[src/rtl/stroke_tracer_if.sv]
// Handshake and data bundle for the stroke tracer: start command, control-point
// stream, sample request/response port and stroke status.
interface stroke_tracer_if #(
    parameter int COORD_W = 10,
    parameter int R_W     = 4,
    parameter int CH      = 3,
    parameter int CH_W    = 8,
    parameter int GRAD_W  = 8,
    parameter int LEN_W   = 5
);
    // valid/ready: a transfer happens on a rising clock edge where both are high;
    // the producer holds valid and its data stable until that edge.
    logic                     i_start_valid;
    logic                     o_start_ready;
    logic [COORD_W-1:0]       i_x0;
    logic [COORD_W-1:0]       i_y0;
    logic [R_W-1:0]           i_r;
    logic [CH*CH_W-1:0]       i_stroke_col;
    logic                     i_abort;
    logic                     o_pt_valid;
    logic                     i_pt_ready;
    logic [COORD_W-1:0]       o_pt_x;
    logic [COORD_W-1:0]       o_pt_y;
    logic                     o_smp_valid;
    logic                     i_smp_ready;
    logic [COORD_W-1:0]       o_smp_x;
    logic [COORD_W-1:0]       o_smp_y;
    logic                     i_rsp_valid;
    logic [CH*CH_W-1:0]       i_ref_col;
    logic [CH*CH_W-1:0]       i_canvas_col;
    logic signed [GRAD_W-1:0] i_gx;
    logic signed [GRAD_W-1:0] i_gy;
    logic [GRAD_W-1:0]        i_gm;
    logic                     o_busy;
    logic                     o_done;
    logic [LEN_W-1:0]         o_len;
    logic                     o_aborted;

    modport slave (
        input  i_start_valid, i_x0, i_y0, i_r, i_stroke_col, i_abort, i_pt_ready,
               i_smp_ready, i_rsp_valid, i_ref_col, i_canvas_col, i_gx, i_gy, i_gm,
        output o_start_ready, o_pt_valid, o_pt_x, o_pt_y, o_smp_valid, o_smp_x,
               o_smp_y, o_busy, o_done, o_len, o_aborted
    );

    modport master (
        output i_start_valid, i_x0, i_y0, i_r, i_stroke_col, i_abort, i_pt_ready,
               i_smp_ready, i_rsp_valid, i_ref_col, i_canvas_col, i_gx, i_gy, i_gm,
        input  o_start_ready, o_pt_valid, o_pt_x, o_pt_y, o_smp_valid, o_smp_x,
               o_smp_y, o_busy, o_done, o_len, o_aborted
    );
endinterface

[src/rtl/stroke_tracer.sv]
// Brush-stroke tracer: walks perpendicular to the image gradient from a start point,
// emitting fixed-point stroke control points until a termination rule fires.
module stroke_tracer #(
    parameter int COORD_W = 10,
    parameter int IMG_W   = 640,
    parameter int IMG_H   = 480,
    parameter int CH      = 3,
    parameter int CH_W    = 8,
    parameter int GRAD_W  = 8,
    parameter int R_W     = 4,
    parameter int MIN_LEN = 4,
    parameter int MAX_LEN = 16,
    parameter int F       = 6,
    parameter int FC_SH   = 4,
    parameter int FC      = 16
) (
    input  logic            i_clk,
    input  logic            i_rst,
    stroke_tracer_if.slave  bus,
    output logic [2:0]      o_dbg_state
);
    localparam int FC_ONE = 1 << FC_SH;
    localparam int LEN_W  = $clog2(MAX_LEN + 1);
    localparam int P_W    = COORD_W + F + 2;
    localparam int D_W    = F + 3;
    localparam int G1     = GRAD_W + 1;
    localparam int M_W    = GRAD_W + 2;
    localparam int Q_W    = F + 2;
    localparam int CNT_W  = $clog2(Q_W + 1);

    typedef enum logic [2:0] {
        S_IDLE, S_EMIT, S_REQ, S_WAIT, S_DECIDE, S_NORM, S_STEP, S_DONE
    } state_t;

    state_t state, state_n;
    logic   abort_hit;

    logic signed [P_W-1:0]    pos_x, pos_y;
    logic signed [D_W-1:0]    df_x, df_y;
    logic [LEN_W-1:0]         len;
    logic [R_W-1:0]           r_q;
    logic [CH*CH_W-1:0]       col_q, ref_q, can_q;
    logic signed [GRAD_W-1:0] gx_q, gy_q;
    logic [GRAD_W-1:0]        gm_q;
    logic signed [G1-1:0]     dx_q, dy_q;
    logic [M_W-1:0]           mag_q, rem_x, rem_y;
    logic [Q_W-1:0]           nb_x, nb_y, q_x, q_y;
    logic [CNT_W-1:0]         cnt;
    logic                     aborted_q;

    logic                     diff_color;
    logic signed [G1-1:0]     dx_raw, dy_raw, dx_d, dy_d;
    logic [G1-1:0]            ax, ay;
    logic [M_W-1:0]           mag_d;
    logic signed [31:0]       dot;
    logic [M_W:0]             trial_x, trial_y;
    logic                     ge_x, ge_y;
    logic signed [31:0]       u_x, u_y, dfn_x, dfn_y, pos_nx, pos_ny;
    logic                     out_of_img;

    // Colour test: the canvas is already closer to the reference than the stroke would be.
    always_comb begin
        int d_rc;
        int d_rs;
        diff_color = 1'b1;
        d_rc = 0;
        d_rs = 0;
        for (int c = 0; c < CH; c++) begin
            d_rc = int'(ref_q[c*CH_W +: CH_W]) - int'(can_q[c*CH_W +: CH_W]);
            d_rs = int'(ref_q[c*CH_W +: CH_W]) - int'(col_q[c*CH_W +: CH_W]);
            if (!((d_rc < 0 ? -d_rc : d_rc) < (d_rs < 0 ? -d_rs : d_rs)))
                diff_color = 1'b0;
        end
    end

    // Stroke direction is the gradient rotated 90 degrees, flipped to follow the filtered heading.
    always_comb begin
        dx_raw = -G1'(gy_q);
        dy_raw = G1'(gx_q);
        dot    = int'(df_x) * int'(dx_raw) + int'(df_y) * int'(dy_raw);
        dx_d   = (dot < 0) ? -dx_raw : dx_raw;
        dy_d   = (dot < 0) ? -dy_raw : dy_raw;
        ax     = dx_d[G1-1] ? G1'(-dx_d) : G1'(dx_d);
        ay     = dy_d[G1-1] ? G1'(-dy_d) : G1'(dy_d);
        mag_d  = (ax >= ay) ? M_W'(ax) + M_W'(ay >> 1) : M_W'(ay) + M_W'(ax >> 1);
    end

    // One restoring-division step per NORM cycle; the numerator's high part is preloaded
    // into the remainder, so only the low F+2 numerator bits are shifted through.
    always_comb begin
        trial_x = {rem_x, nb_x[Q_W-1]};
        trial_y = {rem_y, nb_y[Q_W-1]};
        ge_x    = trial_x >= {1'b0, mag_q};
        ge_y    = trial_y >= {1'b0, mag_q};
    end

    always_comb begin
        u_x        = dx_q[G1-1] ? -int'(q_x) : int'(q_x);
        u_y        = dy_q[G1-1] ? -int'(q_y) : int'(q_y);
        dfn_x      = (FC * u_x + (FC_ONE - FC) * int'(df_x)) >>> FC_SH;
        dfn_y      = (FC * u_y + (FC_ONE - FC) * int'(df_y)) >>> FC_SH;
        pos_nx     = int'(pos_x) + int'(r_q) * dfn_x;
        pos_ny     = int'(pos_y) + int'(r_q) * dfn_y;
        out_of_img = (pos_nx < 0) || (pos_ny < 0) ||
                     ((pos_nx >>> F) >= IMG_W) || ((pos_ny >>> F) >= IMG_H);
    end

    always_ff @(posedge i_clk or posedge i_rst) begin
        if (i_rst) state <= S_IDLE;
        else       state <= state_n;
    end

    always_comb begin
        state_n   = state;
        abort_hit = 1'b0;
        case (state)
            S_IDLE:   if (bus.i_start_valid) state_n = S_EMIT;
            S_EMIT:   if (bus.i_pt_ready)
                          state_n = (len == LEN_W'(MAX_LEN - 1)) ? S_DONE : S_REQ;
            S_REQ:    if (bus.i_smp_ready) state_n = S_WAIT;
            S_WAIT:   if (bus.i_rsp_valid) state_n = S_DECIDE;
            S_DECIDE: if (gm_q == '0 || (len > LEN_W'(MIN_LEN) && diff_color) || mag_d == '0)
                          state_n = S_DONE;
                      else
                          state_n = S_NORM;
            S_NORM:   if (cnt == CNT_W'(Q_W - 1)) state_n = S_STEP;
            S_STEP:   state_n = out_of_img ? S_DONE : S_EMIT;
            S_DONE:   state_n = S_IDLE;
            default:  state_n = S_IDLE;
        endcase
        if (state != S_IDLE && state != S_DONE && bus.i_abort) begin
            state_n   = S_DONE;
            abort_hit = 1'b1;
        end
    end

    always_ff @(posedge i_clk or posedge i_rst) begin
        if (i_rst) begin
            pos_x <= '0;  pos_y <= '0;  df_x <= '0;  df_y <= '0;
            len <= '0;    r_q <= '0;    col_q <= '0; ref_q <= '0; can_q <= '0;
            gx_q <= '0;   gy_q <= '0;   gm_q <= '0;  dx_q <= '0;  dy_q <= '0;
            mag_q <= '0;  rem_x <= '0;  rem_y <= '0; nb_x <= '0;  nb_y <= '0;
            q_x <= '0;    q_y <= '0;    cnt <= '0;   aborted_q <= 1'b0;
        end else begin
            if (abort_hit) aborted_q <= 1'b1;
            case (state)
                S_IDLE: if (bus.i_start_valid) begin
                    pos_x     <= P_W'(int'(bus.i_x0) << F);
                    pos_y     <= P_W'(int'(bus.i_y0) << F);
                    r_q       <= bus.i_r;
                    col_q     <= bus.i_stroke_col;
                    len       <= '0;
                    df_x      <= '0;
                    df_y      <= '0;
                    aborted_q <= 1'b0;
                end
                S_EMIT: if (bus.i_pt_ready && !bus.i_abort) len <= len + 1'b1;
                S_WAIT: if (bus.i_rsp_valid) begin
                    ref_q <= bus.i_ref_col;
                    can_q <= bus.i_canvas_col;
                    gx_q  <= bus.i_gx;
                    gy_q  <= bus.i_gy;
                    gm_q  <= bus.i_gm;
                end
                S_DECIDE: begin
                    dx_q  <= dx_d;
                    dy_q  <= dy_d;
                    mag_q <= mag_d;
                    rem_x <= M_W'(ax >> 2);
                    rem_y <= M_W'(ay >> 2);
                    nb_x  <= {ax[1:0], {F{1'b0}}};
                    nb_y  <= {ay[1:0], {F{1'b0}}};
                    q_x   <= '0;
                    q_y   <= '0;
                    cnt   <= '0;
                end
                S_NORM: begin
                    rem_x <= ge_x ? M_W'(trial_x - {1'b0, mag_q}) : M_W'(trial_x);
                    rem_y <= ge_y ? M_W'(trial_y - {1'b0, mag_q}) : M_W'(trial_y);
                    nb_x  <= nb_x << 1;
                    nb_y  <= nb_y << 1;
                    q_x   <= {q_x[Q_W-2:0], ge_x};
                    q_y   <= {q_y[Q_W-2:0], ge_y};
                    cnt   <= cnt + 1'b1;
                end
                S_STEP: if (!bus.i_abort) begin
                    df_x  <= D_W'(dfn_x);
                    df_y  <= D_W'(dfn_y);
                    pos_x <= P_W'(pos_nx);
                    pos_y <= P_W'(pos_ny);
                end
                default: ;
            endcase
        end
    end

    assign bus.o_start_ready = (state == S_IDLE);
    assign bus.o_busy        = (state != S_IDLE);
    assign bus.o_pt_valid    = (state == S_EMIT);
    assign bus.o_smp_valid   = (state == S_REQ);
    assign bus.o_done        = (state == S_DONE);
    assign bus.o_aborted     = (state == S_DONE) && aborted_q;
    assign bus.o_len         = len;
    assign bus.o_pt_x        = pos_x[F +: COORD_W];
    assign bus.o_pt_y        = pos_y[F +: COORD_W];
    assign bus.o_smp_x       = pos_x[F +: COORD_W];
    assign bus.o_smp_y       = pos_y[F +: COORD_W];
    assign o_dbg_state       = state;
endmodule

[src/flat_wrapper.sv]
// flat-port wrapper written by rule: the top's interface ports become plain ports
module stroke_tracer_flat 
#(
    parameter int COORD_W = 10,
    parameter int IMG_W   = 640,
    parameter int IMG_H   = 480,
    parameter int CH      = 3,
    parameter int CH_W    = 8,
    parameter int GRAD_W  = 8,
    parameter int R_W     = 4,
    parameter int MIN_LEN = 4,
    parameter int MAX_LEN = 16,
    parameter int F       = 6,
    parameter int FC_SH   = 4,
    parameter int FC      = 16
)
  (i_clk, i_rst, o_dbg_state, bus_i_start_valid, bus_i_x0, bus_i_y0, bus_i_r, bus_i_stroke_col, bus_i_abort, bus_i_pt_ready, bus_i_smp_ready, bus_i_rsp_valid, bus_i_ref_col, bus_i_canvas_col, bus_i_gx, bus_i_gy, bus_i_gm, bus_o_start_ready, bus_o_pt_valid, bus_o_pt_x, bus_o_pt_y, bus_o_smp_valid, bus_o_smp_x, bus_o_smp_y, bus_o_busy, bus_o_done, bus_o_len, bus_o_aborted);
  stroke_tracer_if #(.COORD_W(COORD_W), .R_W(R_W), .CH(CH), .CH_W(CH_W), .GRAD_W(GRAD_W), .LEN_W(5)) bus_i ();
  input  logic i_clk;
  input  logic i_rst;
  output logic [2:0] o_dbg_state;
  input wire logic [$bits(bus_i.i_start_valid)-1:0] bus_i_start_valid;
  input wire logic [$bits(bus_i.i_x0)-1:0] bus_i_x0;
  input wire logic [$bits(bus_i.i_y0)-1:0] bus_i_y0;
  input wire logic [$bits(bus_i.i_r)-1:0] bus_i_r;
  input wire logic [$bits(bus_i.i_stroke_col)-1:0] bus_i_stroke_col;
  input wire logic [$bits(bus_i.i_abort)-1:0] bus_i_abort;
  input wire logic [$bits(bus_i.i_pt_ready)-1:0] bus_i_pt_ready;
  input wire logic [$bits(bus_i.i_smp_ready)-1:0] bus_i_smp_ready;
  input wire logic [$bits(bus_i.i_rsp_valid)-1:0] bus_i_rsp_valid;
  input wire logic [$bits(bus_i.i_ref_col)-1:0] bus_i_ref_col;
  input wire logic [$bits(bus_i.i_canvas_col)-1:0] bus_i_canvas_col;
  input wire logic [$bits(bus_i.i_gx)-1:0] bus_i_gx;
  input wire logic [$bits(bus_i.i_gy)-1:0] bus_i_gy;
  input wire logic [$bits(bus_i.i_gm)-1:0] bus_i_gm;
  output wire logic [$bits(bus_i.o_start_ready)-1:0] bus_o_start_ready;
  output wire logic [$bits(bus_i.o_pt_valid)-1:0] bus_o_pt_valid;
  output wire logic [$bits(bus_i.o_pt_x)-1:0] bus_o_pt_x;
  output wire logic [$bits(bus_i.o_pt_y)-1:0] bus_o_pt_y;
  output wire logic [$bits(bus_i.o_smp_valid)-1:0] bus_o_smp_valid;
  output wire logic [$bits(bus_i.o_smp_x)-1:0] bus_o_smp_x;
  output wire logic [$bits(bus_i.o_smp_y)-1:0] bus_o_smp_y;
  output wire logic [$bits(bus_i.o_busy)-1:0] bus_o_busy;
  output wire logic [$bits(bus_i.o_done)-1:0] bus_o_done;
  output wire logic [$bits(bus_i.o_len)-1:0] bus_o_len;
  output wire logic [$bits(bus_i.o_aborted)-1:0] bus_o_aborted;
  assign bus_i.i_start_valid = bus_i_start_valid;
  assign bus_i.i_x0 = bus_i_x0;
  assign bus_i.i_y0 = bus_i_y0;
  assign bus_i.i_r = bus_i_r;
  assign bus_i.i_stroke_col = bus_i_stroke_col;
  assign bus_i.i_abort = bus_i_abort;
  assign bus_i.i_pt_ready = bus_i_pt_ready;
  assign bus_i.i_smp_ready = bus_i_smp_ready;
  assign bus_i.i_rsp_valid = bus_i_rsp_valid;
  assign bus_i.i_ref_col = bus_i_ref_col;
  assign bus_i.i_canvas_col = bus_i_canvas_col;
  assign bus_i.i_gx = bus_i_gx;
  assign bus_i.i_gy = bus_i_gy;
  assign bus_i.i_gm = bus_i_gm;
  assign bus_o_start_ready = bus_i.o_start_ready;
  assign bus_o_pt_valid = bus_i.o_pt_valid;
  assign bus_o_pt_x = bus_i.o_pt_x;
  assign bus_o_pt_y = bus_i.o_pt_y;
  assign bus_o_smp_valid = bus_i.o_smp_valid;
  assign bus_o_smp_x = bus_i.o_smp_x;
  assign bus_o_smp_y = bus_i.o_smp_y;
  assign bus_o_busy = bus_i.o_busy;
  assign bus_o_done = bus_i.o_done;
  assign bus_o_len = bus_i.o_len;
  assign bus_o_aborted = bus_i.o_aborted;
  stroke_tracer #(.COORD_W(COORD_W), .IMG_W(IMG_W), .IMG_H(IMG_H), .CH(CH), .CH_W(CH_W), .GRAD_W(GRAD_W), .R_W(R_W), .MIN_LEN(MIN_LEN), .MAX_LEN(MAX_LEN), .F(F), .FC_SH(FC_SH), .FC(FC)) u_core (.i_clk(i_clk), .i_rst(i_rst), .bus(bus_i), .o_dbg_state(o_dbg_state));
endmodule
[config.mk]
export PLATFORM = sky130hd
export DESIGN_NAME = stroke_tracer_flat
export DESIGN_NICKNAME = d
export VERILOG_FILES = /design/src/rtl/stroke_tracer_if.sv /design/src/rtl/stroke_tracer.sv /design/src/flat_wrapper.sv
export SDC_FILE = /design/constraint.sdc
export NUM_CORES = 1
export LEC_CHECK = 0
export ABC_AREA = 1
export CORE_MARGIN = 2
export CORE_UTILIZATION = 25
export CTS_CLUSTER_SIZE = 8
export DETAILED_ROUTE_END_ITERATION = 10
export PLACE_DENSITY = 0.39
export SYNTH_ARGS = -nofsm -noshare
export SYNTH_HDL_FRONTEND = slang
export SYNTH_SLANG_ARGS = --single-unit
[constraint.sdc]
create_clock -name i_clk -period 14.58 [get_ports i_clk]
set_input_delay 2.187 -clock i_clk [delete_from_list [all_inputs] [get_ports i_clk]]
set_output_delay 2.187 -clock i_clk [all_outputs]
set_load 0.005 [all_outputs]
After elaboration in Yosys (flattened, before gate mapping)
Index checks and enable logic that the tools add are counted.
- $add $sub $neg: 28
- multiply operators: 4
- order comparisons: 18
- eq/ne operators: 18
- mux-type cells: 53
- reduce and logical (&&, ||, !) cells: 23
- operator list (kind ; number):
    32-bit by 1-bit less-than comparator with 1-bit output, second input constant ; 9
    32-bit 2-to-1 mux ; 6
    32-bit negator ; 6
    32-bit less-than comparator ; 3
    18-bit 2-to-1 mux ; 4
    18-bit one-hot mux with 2 select lines ; 2
    18-bit by 32-bit adder with 32-bit output ; 2
    5-bit by 28-bit multiplier with 32-bit output ; 2
    8-bit one-hot mux with 2 select lines ; 4
    9-bit 2-to-1 mux ; 7
    28-bit 2-to-1 mux ; 2
    8-bit negator with 28-bit output ; 2
    8-bit by 8-bit subtractor with 9-bit output ; 6
    10-bit one-hot mux with 2 select lines ; 2
    9-bit one-hot mux with 2 select lines ; 2
    32-bit adder ; 1
    10-bit 2-to-1 mux ; 3
    9-bit negator ; 3
    26-bit by 10-bit greater-or-equal comparator with 1-bit output, second input constant ; 1
    26-bit by 11-bit greater-or-equal comparator with 1-bit output, second input constant ; 1
    3-bit 2-to-1 mux ; 8
    3-bit one-hot mux with 8 select lines ; 1
    11-bit by 10-bit greater-or-equal comparator with 1-bit output ; 2
    9-bit by 8-bit adder with 10-bit output ; 2
    34 further kinds ; 63
- bits in registers: 247
- bits of input ports: 127
- output and inout port bits: 54

Depth between registers and ports, before layout
- word-level depth: 14
- gate-level depth with buffers: 61
- mapped depth without buffers: 60

Worst setup path after synthesis
Ideal clock, no wire load.
- path type: register to register
- start point: reg u_core.gy_q[0]
- end point: reg u_core.state[1] (netlist: u_core.o_dbg_state[1])
- setup time: 0.117 ns
- arrival: 9.343 ns
- data required time: 14.463 ns
- slack: 5.121 ns
- cell stages (with the launch flop): 60
- cell sequence: dfrtp_1 inv_2 ha_1 inv_1 nor2_4 nand3_2 nor2_1 nand2_1 nand2_1 clkbuf_1 inv_1 nand2_1 fa_1 fa_1 inv_1 fa_1 fa_1 inv_1 [... 24 more ...] nand2_1 xor2_1 ha_1 o21a_1 o21ai_0 a21boi_0 o21a_1 o21a_1 o21ai_2 nand3_4 a21oi_2 o21ai_1 o21ai_1 inv_1 nand4_1 nand3_1 nand2_1 nand2_1
- longest elaborated chain between the ends: 14
- elaborated cells between the ends (all ways): 20
- those cells by class: 7 x add/sub; 1 x mul; 2 x order compare; 8 x mux; 2 x reduce/logical
- RTL lines (item ; RTL line ; text):
    start: declaration ; stroke_tracer.sv:43 ; logic signed [GRAD_W-1:0] gx_q, gy_q;
    start signal: assignment ; stroke_tracer.sv:162 ; gy_q <= bus.i_gy;
    8-bit negator with 9-bit output (*) ; stroke_tracer.sv:78 ; dx_raw = -G1'(gy_q);
    9-bit by 9-bit multiplier with 18-bit output ; stroke_tracer.sv:80 ; dot = int'(df_x) * int'(dx_raw) + int'(df_y) * int'(dy_raw);
    32-bit adder ; stroke_tracer.sv:80 ;
    32-bit by 1-bit less-than comparator with 1-bit output ; stroke_tracer.sv:81, stroke_tracer.sv:82 ;
    9-bit 2-to-1 mux (on tied branches) ; stroke_tracer.sv:82, stroke_tracer.sv:81 ;
    9-bit negator (on tied branches) ; stroke_tracer.sv:84, stroke_tracer.sv:83 ;
    9-bit 2-to-1 mux (on tied branches) ; stroke_tracer.sv:84, stroke_tracer.sv:83 ;
    9-bit by 8-bit adder with 10-bit output / 9-bit greater-or-equal comparator (equally long branches) ; stroke_tracer.sv:85 ; mag_d = (ax >= ay) ? M_W'(ax) + M_W'(ay >> 1) : M_W'(ay) + M_W'(ax >> 1);
    10-bit 2-to-1 mux (*) ; stroke_tracer.sv:85 ;
    10-bit zero test (*) ; stroke_tracer.sv:122 ; S_DECIDE: if (gm_q == '0 || (len > LEN_W'(MIN_LEN) && diff_color) || mag_d == '0)
    1-bit logical OR (*) ; stroke_tracer.sv:122 ;
    2-bit 2-to-1 mux (*) ; stroke_tracer.sv:122 ;
    3-bit one-hot mux with 8 select lines (*) ; stroke_tracer.sv:116 ; case (state)
    3-bit 2-to-1 mux (*) ; stroke_tracer.sv:131 ; if (state != S_IDLE && state != S_DONE && bus.i_abort) begin
    end signal: assignment ; stroke_tracer.sv:110 ; else state <= state_n;
    end: declaration ; stroke_tracer.sv:35 ; state_t state, state_n;
Mark *: on every way between the ends. The rest lies on a longest branch, timed or not.
A chain may end at the register's enable or synchronous reset.

Worst setup path in the final report
Same ends and word-level chain as after synthesis.

==> out/qor.txt <==
CTS root buf = clkbuf_16
Setup-failing EPs final = 0
Cells after DPL = 5502
Deepest clock path buffer count = 3
Vias in the first global route = 25360
DP HPWL = 74.58 mm
DR WL/cell = 16.33 um
Vias = 24090
Worst setup EP type = register
Fill count = 13020
Worst Setup Start Kind = register
Pre-CTS WS = 3.435 ns
Slowest CP cell = dfrtp_1
Vias/cell = 4.336
Drt total wl = 90.73 mm
# IOs = 181
Final Max Tran Viols = 0
Die Span Y = 350.3 um
CTS HTree Levels = 2
Max Fclk = 0.09068 GHz
Post-CTS Resized = 0
Layout Skew = 0.01342 ns
Largest net degree at the start of global routing = 105
Largest family of logic cells by synthesized area = adder cells
Core area = 119500 sq um
Final worst setup slack = 3.552 ns
Simple-gate share of the synthesized area = 16.49%
Die area = 122700 sq um
Period utilization = 75.64%
I/O Buffers = 180
Number of cells on the worst reg-to-reg path = 56
Post-CTS Setup Bufs = 0
First-pass GRT wire length = 145.1 mm
Gr usage total = 15.19%
Std cell rows = 127
Post-CTS Hold Buffers = 0
Setup TNS Final = 0 ns
Yosys Warn Count = 0
Cells after synthesis = 3707
Initial Util = 25.09%
DRT iter0 DRCs = 1085
Die X = 350.3 um
Adder-cell area share of the yosys netlist = 34.92%
Async SR Flop Fraction = 100.0%
Compound-gate portion of the synthesized area = 11.90%
Synth-to-Final Area Change = 16.31%
Status = finished clean
CP Max Fanout = 19
CTS Buf Count = 37
DR pass1 iterations = 5
DRC violations left = 0
Slowest Stage Delay on Critical Path = 0.70 ns
Clock Sinks = 219
Number of enable flip-flop cells after synthesis = 0
Syn avg cell area = 8.087 sq um
Post-route insts no fill = 5557
Total gr overflow = 0
Worst EP required = 15.09 ns
Initial antenna violation count = 0
Nets = 4717
Main flop type after synthesis = dfrtp_1
RSZ-0062 raised after global routing = no
Post-synthesis mux area share = 1.240%
Layout cell share with drive strength beyond 1 = 4.894%
HP Class = reg2reg
Relative slew slack = 35.15%
Max_cap viols = 0
RD Place Congestion = 0.8069
Hold Path Stages = 2
Routed Antenna Nets = 0
Seq/Total Area, Yosys = 18.28%
Seq cells post-synth = 219
Setup CP Type = reg2reg
Final Hold Vio Count = 0
Final Critical Period = 11.03 ns
Synth Area in XOR/XNOR = 6.281%
CP dominant cell by count = nand2_1
Worst slew pin tran = 0.9626 ns
Worst skew pair latency = 0.59 ns
Mapped cell area = 29980 sq um
Clock Pin Slew Worst Setup and Hold Paths = 0.06 ns
CTS tree = yes
Worst EP arrival = 11.54 ns
Synth unique cells = 70
==> sequential cells by signal (all words and copies together) (netlist names), 4 cells and up <==
name and cells:
u_core.gm_q 8, u_core.pos_y 18, u_core.gy_q 8, u_core.cnt 4
u_core.can_q 24, u_core.q_x 8, u_core.pos_x 18, u_core.bus.o_len 5
u_core.gx_q 8, u_core.mag_q 10, u_core.df_y 9, u_core.rem_x 10
u_core.r_q 4, u_core.ref_q 24, u_core.rem_y 10, u_core.q_y 8
u_core.col_q 24, u_core.df_x 9
==> Yosys cell counts (all sizes together) (59+ instances only) <==
cell | number | area [sq um]
a21oi | 246 | 1246
buf | 59 | 417.9
clkbuf | 72 | 270.3
dfrtp | 219 | 5480
fa | 293 | 5866
ha | 368 | 4604
inv | 677 | 2549
nand2 | 579 | 2301
nand3 | 136 | 735.7
nor2 | 337 | 1310
o21ai | 184 | 935.9
xnor2 | 62 | 543.0
xor2 | 150 | 1340
==> critical path: cells and delay by family, from the launching register on <==
family / cells / cell delay [ns]
AOI/OAI and AO/OA: 9 / 1.94
xor gates and xnor gates: 3 / 0.54
adders and majority gates: 10 / 4.17
buffers and inverters: 8 / 0.78
DFF: 1 / 0.70
and+or+nand+nor: 26 / 2.76
==> layer usage <==
metal  global-route usage, %  wire, um  vias to the layer above
met1                   20.19     42430                    11580
met3                   1.723      2477                       72
li1                        -         -                    12160
met2                   26.57     44290                      278
met5                       0         0                        -
met4                   2.952      1526                        0
==> per-stage QoR <==
stage          area (sq um)  hold slack [ns]  utilization, %
2_1_floorplan         30390           0.4409               -
3_3_place_gp          33740           0.4652           28.23
3_5_place_dp          33740           0.4685           28.23
4_1_cts               34870           0.4768           29.18
5_1_grt               34870           0.4916           29.18
6_report              34870           0.4773           29.18
==> worst paths after layout <==
check	start	to	slack, ns
max reg2reg	u_core.gy_q[0]	u_core.o_dbg_state[1]	3.55
max	u_core.gy_q[0]	u_core.o_dbg_state[1]	3.55
min in group asynchronous	i_rst	u_core.gm_q[7]	2.11
min	u_core.col_q[8]	u_core.col_q[8]	0.48
min reg2reg	u_core.col_q[8]	u_core.col_q[8]	0.48
max in group asynchronous	i_rst	u_core.df_x[2]	10.90
==> cell families (layout without fill, tap and decap cells) <==
kind of cell	count (synthesis)	after routing
xor+xnor	212	212
flops	219	219
mux	33	33
buf+inv	813	940
simple gates	1149	1149
other cells	2	113
compound gates	618	618
fa+ha+maj	661	661
==> layout make-up <==
type	count	area [sq um]	share of cell area, %
flip-flops and latches	219	5480	15.72
diodes	1	2.502	0.007177
inverters	682	2575	7.385
clock buffers	44	972.2	2.788
clock inverters	10	157.7	0.4521
repair buffers	204	1982	5.684
multi-input cells	2785	21680	62.18
well taps	1612	2017	5.784
==> cells in the final DEF, fill, tap and decap left out, types with 112 or more instances in the layout <==
master	count
ha_1	368
o21ai_0	174
clkdlybuf4s50_1	180
xor2_1	148
conb_1	112
a21oi_1	244
nand3_1	128
dfrtp_1	219
inv_1	656
nand2_1	548
nor2_1	326
fa_1	293
Power is not shown: default switching activity piles up to over one toggle a cycle in this logic, so the estimate is an artifact.
